File: config.mk
export PLATFORM = sky130hd
export DESIGN_NAME = ram_port_arbiter
export DESIGN_NICKNAME = d
export VERILOG_FILES = /design/src/rtl/ram_port_arbiter_pkg.sv /design/src/rtl/ram_port_arbiter.sv
export SDC_FILE = /design/constraint.sdc
export NUM_CORES = 1
export LEC_CHECK = 0
export BUFFER_PORTS_ARGS = -buffer_cell sky130_fd_sc_hd__buf_2
export CORE_AREA = 2 2 78 80
export DETAILED_ROUTE_END_ITERATION = 8
export DIE_AREA = 0 0 80 82
export GPL_TIMING_DRIVEN = 0
export HOLD_SLACK_MARGIN = 0.15
export PLACE_DENSITY = 0.67
export SYNTH_ARGS = -nofsm -noshare
export SYNTH_HDL_FRONTEND = slang
export SYNTH_SLANG_ARGS = --single-unit
File: constraint.sdc
create_clock -name clk -period 2.8 [get_ports clk]
set_clock_uncertainty 0.2 [all_clocks]
set_input_delay 0.28 -clock clk [delete_from_list [all_inputs] [get_ports clk]]
set_output_delay 0.28 -clock clk [all_outputs]
set_load 0.005 [all_outputs]
File: src/rtl/ram_port_arbiter_pkg.sv
// rtl/ram_port_arbiter_pkg.sv - shared owner encodings and default bus widths for the data-RAM port
package ram_port_arbiter_pkg;

    localparam int RAM_ADDR_W = 10;
    localparam int RAM_DATA_W = 32;

    typedef enum logic [1:0] {
        OWN_NONE = 2'd0,
        OWN_CPU  = 2'd1,
        OWN_DISP = 2'd2
    } owner_t;

endpackage

File: src/rtl/ram_port_arbiter.sv
// rtl/ram_port_arbiter.sv - CPU-priority arbiter for the data-RAM port with scanner starvation guard
module ram_port_arbiter
    import ram_port_arbiter_pkg::*;
#(
    parameter int ADDR_W     = RAM_ADDR_W,
    parameter int DATA_W     = RAM_DATA_W,
    parameter int STARVE_MAX = 4
) (
    input  logic              clk,
    input  logic              rst,
    input  logic              cpu_req,
    input  logic              cpu_we,
    input  logic [ADDR_W-1:0] cpu_addr,
    input  logic [DATA_W-1:0] cpu_wdata,
    output logic              cpu_ack,
    output logic [DATA_W-1:0] cpu_rdata,
    output logic              cpu_rvalid,
    input  logic              disp_req,
    input  logic [ADDR_W-1:0] disp_addr,
    output logic              disp_ack,
    output logic [DATA_W-1:0] disp_rdata,
    output logic              disp_rvalid,
    output logic [ADDR_W-1:0] ram_addr,
    output logic [DATA_W-1:0] ram_data_in,
    output logic              data_ram_we,
    input  logic [DATA_W-1:0] ram_data_out
);

    localparam int              CNT_W      = $clog2(STARVE_MAX + 1);
    localparam logic [CNT_W-1:0] STARVE_LIM = CNT_W'(STARVE_MAX);

    owner_t           owner_q;
    owner_t           owner_d;
    logic [CNT_W-1:0] starve_cnt;
    logic [CNT_W-1:0] starve_d;

    always_comb begin
        cpu_ack     = 1'b0;
        disp_ack    = 1'b0;
        ram_addr    = '0;
        data_ram_we = 1'b0;
        owner_d     = OWN_NONE;
        starve_d    = starve_cnt;
        if (!rst) begin
            if (disp_req && (!cpu_req || starve_cnt == STARVE_LIM)) begin
                disp_ack = 1'b1;
                ram_addr = disp_addr;
                owner_d  = OWN_DISP;
            end else if (cpu_req) begin
                cpu_ack     = 1'b1;
                ram_addr    = cpu_addr;
                data_ram_we = cpu_we;
                if (!cpu_we) begin
                    owner_d = OWN_CPU;
                end
            end
        end
        // Counts CPU grants the scanner has sat through; saturation forces the scanner's turn.
        if (!disp_req || disp_ack) begin
            starve_d = '0;
        end else if (cpu_ack && starve_cnt != STARVE_LIM) begin
            starve_d = starve_cnt + CNT_W'(1);
        end
    end

    always_ff @(posedge clk) begin
        if (rst) begin
            owner_q    <= OWN_NONE;
            starve_cnt <= '0;
        end else begin
            owner_q    <= owner_d;
            starve_cnt <= starve_d;
        end
    end

    // Gating with rst drops a read granted just before reset in the reset cycle itself.
    assign cpu_rvalid  = !rst && (owner_q == OWN_CPU);
    assign disp_rvalid = !rst && (owner_q == OWN_DISP);
    assign cpu_rdata   = ram_data_out;
    assign disp_rdata  = ram_data_out;
    assign ram_data_in = cpu_wdata;

endmodule

Yosys cells after proc, flatten, opt, wreduce, memory -nomap -nowiden:

Cells that the tools add are included.

* reduce and logical (&&, ||, !) cells: 11
* bitwise logic cells: 1
* add/sub/neg operators: 1
* equal/unequal tests: 4
* mux-type cells: 14

Operators by type and width (count)
* $mux W10: 3
* $mux W1: 10
* $logic_and A1 B1 Y1: 4
* $add A3 B1 Y3 const B: 1
* $eq A3 B3 Y1 const B: 1
* $logic_not A1 Y1: 3
* $ne A3 B3 Y1 const B: 1
* $reduce_or A3 Y1: 1
* $eq A2 B1 Y1 const B: 1
* $eq A2 B2 Y1 const B: 1
* $logic_or A1 B1 Y1: 2
* $mux W2: 1
* $reduce_or A2 Y1: 1
* $not A1 Y1: 1

* output and inout bits: 111
* flip-flop bits (word level): 5
* bits of input ports: 89
* word-level logic and storage cells: 34

Depth between registers and ports, before layout:

* depth after elaboration: 7
* mapped depth: 5
* mapped depth without buffers: 4

Worst setup path after synthesis:

Ideal clock, no wire load.

* kind: register to output
* from: register starve_cnt[0]
* to: output ram_addr[0]
* data arrival time: 1149 ps
* buffers on the path: 1
* data required time: 2320 ps
* setup slack: 1171 ps
* stages on the path, launching flop included: 6
* cell sequence: dfxtp_1 > inv_1 > ha_1 > and3_1 > buf_2 > o22ai_1

* longest elaborated chain between the ends: 5

Ends and longest elaborated chain
* start: declaration: line ram_port_arbiter.sv:34 `logic [CNT_W-1:0] starve_cnt;`
* start signal: assignment: line ram_port_arbiter.sv:72 `starve_cnt <= starve_d;`
* $eq A3 B3 Y1: line ram_port_arbiter.sv:45 `if (disp_req && (!cpu_req || starve_cnt == STARVE_LIM)) begin`
* $logic_or A1 B1 Y1: line ram_port_arbiter.sv:45
* $logic_and A1 B1 Y1: line ram_port_arbiter.sv:45
* $mux W10: line ram_port_arbiter.sv:45
* $mux W10: line ram_port_arbiter.sv:44 `if (!rst) begin`
* end: declaration: line ram_port_arbiter.sv:23 `output logic [ADDR_W-1:0] ram_addr,`

No other way between the ends.

Worst setup path after layout:

* from: register starve_cnt[0]
* to: output ram_addr[1]

The elaborated chain is that of the path after synthesis.

==> impl_results.md <==
* Number of top-level pins at 200
* Beginning of the worst register-to-register path: starve_cnt[0]
* Antenna Cells at 0
* Total negative slack at 0 ps
* Main synth FF type: sky130_fd_sc_hd__dfxtp_1
* CTS H-tree depth at 1
* Post-route clock period utilization at 75.9%
* Pin slew with the least headroom to its limit at 478 ps
* Post-synthesis register bit count at 5
* Largest fanout of any net on the critical path at 10
* Final std cells w/o fill at 373
* Yosys warning count at 0
* Remaining antenna violation count after routing at 0
* First DRT Iteration DRCs at 14
* Clock Latency Late Sink at 220 ps
* Average routed wire per standard cell at 10.4 um
* Required time at the worst-slack endpoint at 2320 ps
* Cells after synthesis at 158
* PnR worst setup slack at 674 ps
* Initial Util at 21.1%
* Maximum achievable frequency at 0.470 GHz
* FILL cells at 621
* Post-place setup slack at 908 ps
* Avg Synthesized Cell Area at 7.69 sq um
* Share of the synthesized area in the top cell type at 59.3%
* DR pass1 iterations at 4
* Overall die height at 82 um
* Routability congestion estimate at 0.751
* Sequential share of the synthesized area at 8.24%
* Crit-path most repeated cell: sky130_fd_sc_hd__buf_2
* Die ar. at 0.00656 sq mm
* Worst hold path class: input port to flip-flop
* Yosys top cell by area: sky130_fd_sc_hd__buf_4
* Clock buffer count from CTS at 3
* Delay contributed by the slowest stage of the critical path at 350 ps
* Crit start category: flip-flop
* Critical Path, Cell by Cell: inv_1 > ha_1 > and3_1 > buf_2 > o22ai_1 > buf_2
* Chip width at 80 um
* Post-route DRC violation count at 0
* Cell leakage power at 1.21 nW
* Total count of max-transition violations in the final report at 0
* Min-Delay Startpoint: disp_req
* Synth top area cells: sky130_fd_sc_hd__buf_4, sky130_fd_sc_hd__nand3b_1, sky130_fd_sc_hd__dfxtp_1, sky130_fd_sc_hd__o22ai_1, sky130_fd_sc_hd__nor3b_1
* Global-route usage over all layers at 10.3%
* Area of the mapped netlist at 0.00121 sq mm
* Fraction of final layout cells with drive strength greater than 1 at 80.9%
* Vias in the first global route at 1176
* Unrepaired setup endpoints after global routing: false
* Nets at 390
* Overall overflow remaining after global route at 0
* Worst Hold Slack at 190 ps
* CP max-delay cell: sky130_fd_sc_hd__dfxtp_1
* Vias/cell at 3.77
* Ranking of synthesized cells by instance count: sky130_fd_sc_hd__buf_4, sky130_fd_sc_hd__nand3b_1, sky130_fd_sc_hd__o22ai_1
* Net count after synthesis at 249
* Number of port buffers at 135
* Clock slew at the register clock pins of the worst setup and hold paths at 40 ps
* Clock tree from TritonCTS: built
* Area Growth Syn to Fin at 67.9%
* Cell count after placement at 368
* Min cycle time layout at 2130 ps
* Post-synthesis async set-or-reset flop share at 0%
* Worst EP arrival at 1650 ps
* Number of distinct standard cells referenced by the synthesized netlist at 19
* Result of the run: completed
* Setup-violating endpoint count in the final report at 0
* Max_slew headroom at 68.1%
* Post-synth EDFFs at 0
* Wire length of the first global-routing pass at 5.15 mm
* Clock root cell: sky130_fd_sc_hd__clkbuf_8
* Maximum number of pins on one net before global-route repair at 11
* Number of vias in the routed layout at 1407
* Critical path startpoint: starve_cnt[0]
* Critical setup path kind: flip-flop to output pin
* Number of clock sinks seen by CTS at 5
* Pwr per Cell Area at 224 mW/mm^2
* CP endpoint kind: output pin
* Number of antenna violations at the first check in global routing at 0
* Clock tree buffer depth at 2
* Final Hold Viols at 0
* Library cell with the highest instance count after synthesis: sky130_fd_sc_hd__buf_4
* Total wire length after detailed routing at 3.89 mm
* Number of max-capacitance violations reported at 0
* Worst voltage drop across the vdd grid at 239 uV
* Placeable core region at 0.00575 sq mm
* Floorplan row count at 28
* HPWL after DPL at 3.32 mm
==> state kept, by name, indices dropped and copies added, names as in the netlist <==
register	flops
owner_q	2
starve_cnt	3
==> critical path, delay by kind of cell (launching register included) <==
| family | cells | cell delay (ps) |
|---|---|---|
| adder cells (fa/ha/maj) | 1 | 220 |
| AO/OA/AOI/OAI | 1 | 200 |
| buffers and inverters | 3 | 410 |
| AND/OR/NAND/NOR | 1 | 240 |
| flip-flops | 1 | 350 |
==> stage by stage <==
step | power, mW | cell area, sq um | utilization [%]
2_1_floorplan | 0.220 | 1210 | -
3_3_place_gp | 0.322 | 1980 | 34.5
3_5_place_dp | 0.324 | 1980 | 34.5
4_1_cts | 0.463 | 2040 | 35.5
5_1_grt | 0.493 | 2040 | 35.5
6_report | 0.458 | 2040 | 35.5
==> report_power, final <==
part	internal (mW)	leakage [nW]	total [mW]	switching [mW]
clock	0.0980	0.0228	0.137	0.0386
combinational	0.166	1.14	0.246	0.0806
sequential	0.0736	0.0408	0.0747	0.00110
total	0.337	1.21	0.458	0.120
==> cell type report <==
cell class	instances	area [sq um]	share of cell area, %
buffer	102	748	36.7
timing repair buffer	136	686	33.6
multi-input combinational	48	355	17.4
sequential	5	100	4.91
tap	75	93.8	4.60
clock buffer	4	45.0	2.21
inverter	3	11.3	0.552
==> routing by layer <==
| metal | up-vias | global-route usage [%] | routed length [um] |
|---|---|---|---|
| li1 | 702 | - | - |
| met1 | 587 | 9.44 | 1260 |
| met2 | 114 | 22.2 | 2060 |
| met3 | 4 | 2.64 | 541 |
| met4 | 0 | 2.54 | 30 |
| met5 | - | 0 | 0 |
==> final timing paths <==
check	slack, ps	depth (start not counted)	to
max	670	6	ram_addr[1]
min	190	2	starve_cnt[1]
max reg2reg	1240	5	owner_q[1]
min reg2reg	260	1	starve_cnt[0]
==> cell usage in the layout, fill, tap and decap left out, drive strengths merged, types with 2 or more instances in the layout <==
master / count
nor2: 3
nor3b: 4
clkbuf: 6
ha: 2
o22ai: 9
nand2b: 3
inv: 3
buf: 235
dfxtp: 5
nand3b: 19
==> kinds of logic (layout without fill, tap and decap cells) <==
family                     after synthesis  count (layout)  share of synthesized area [%]
adders and majority gates                2               2                           2.06
buffers and inverters                  105             245                           62.5
and+or+nand+nor                         34              34                           19.9
DFF                                      5               5                           8.24
AOI/OAI and AO/OA                       12              12                           7.31
==> timing repair <==
action                                 4_1_cts  5_1_grt
hold buffers                                 1        0
setup buffers                                0        0
endpoints found under the hold margin        1        0
gates resized for setup                      0        0
(Power assumes the default switching activity.)
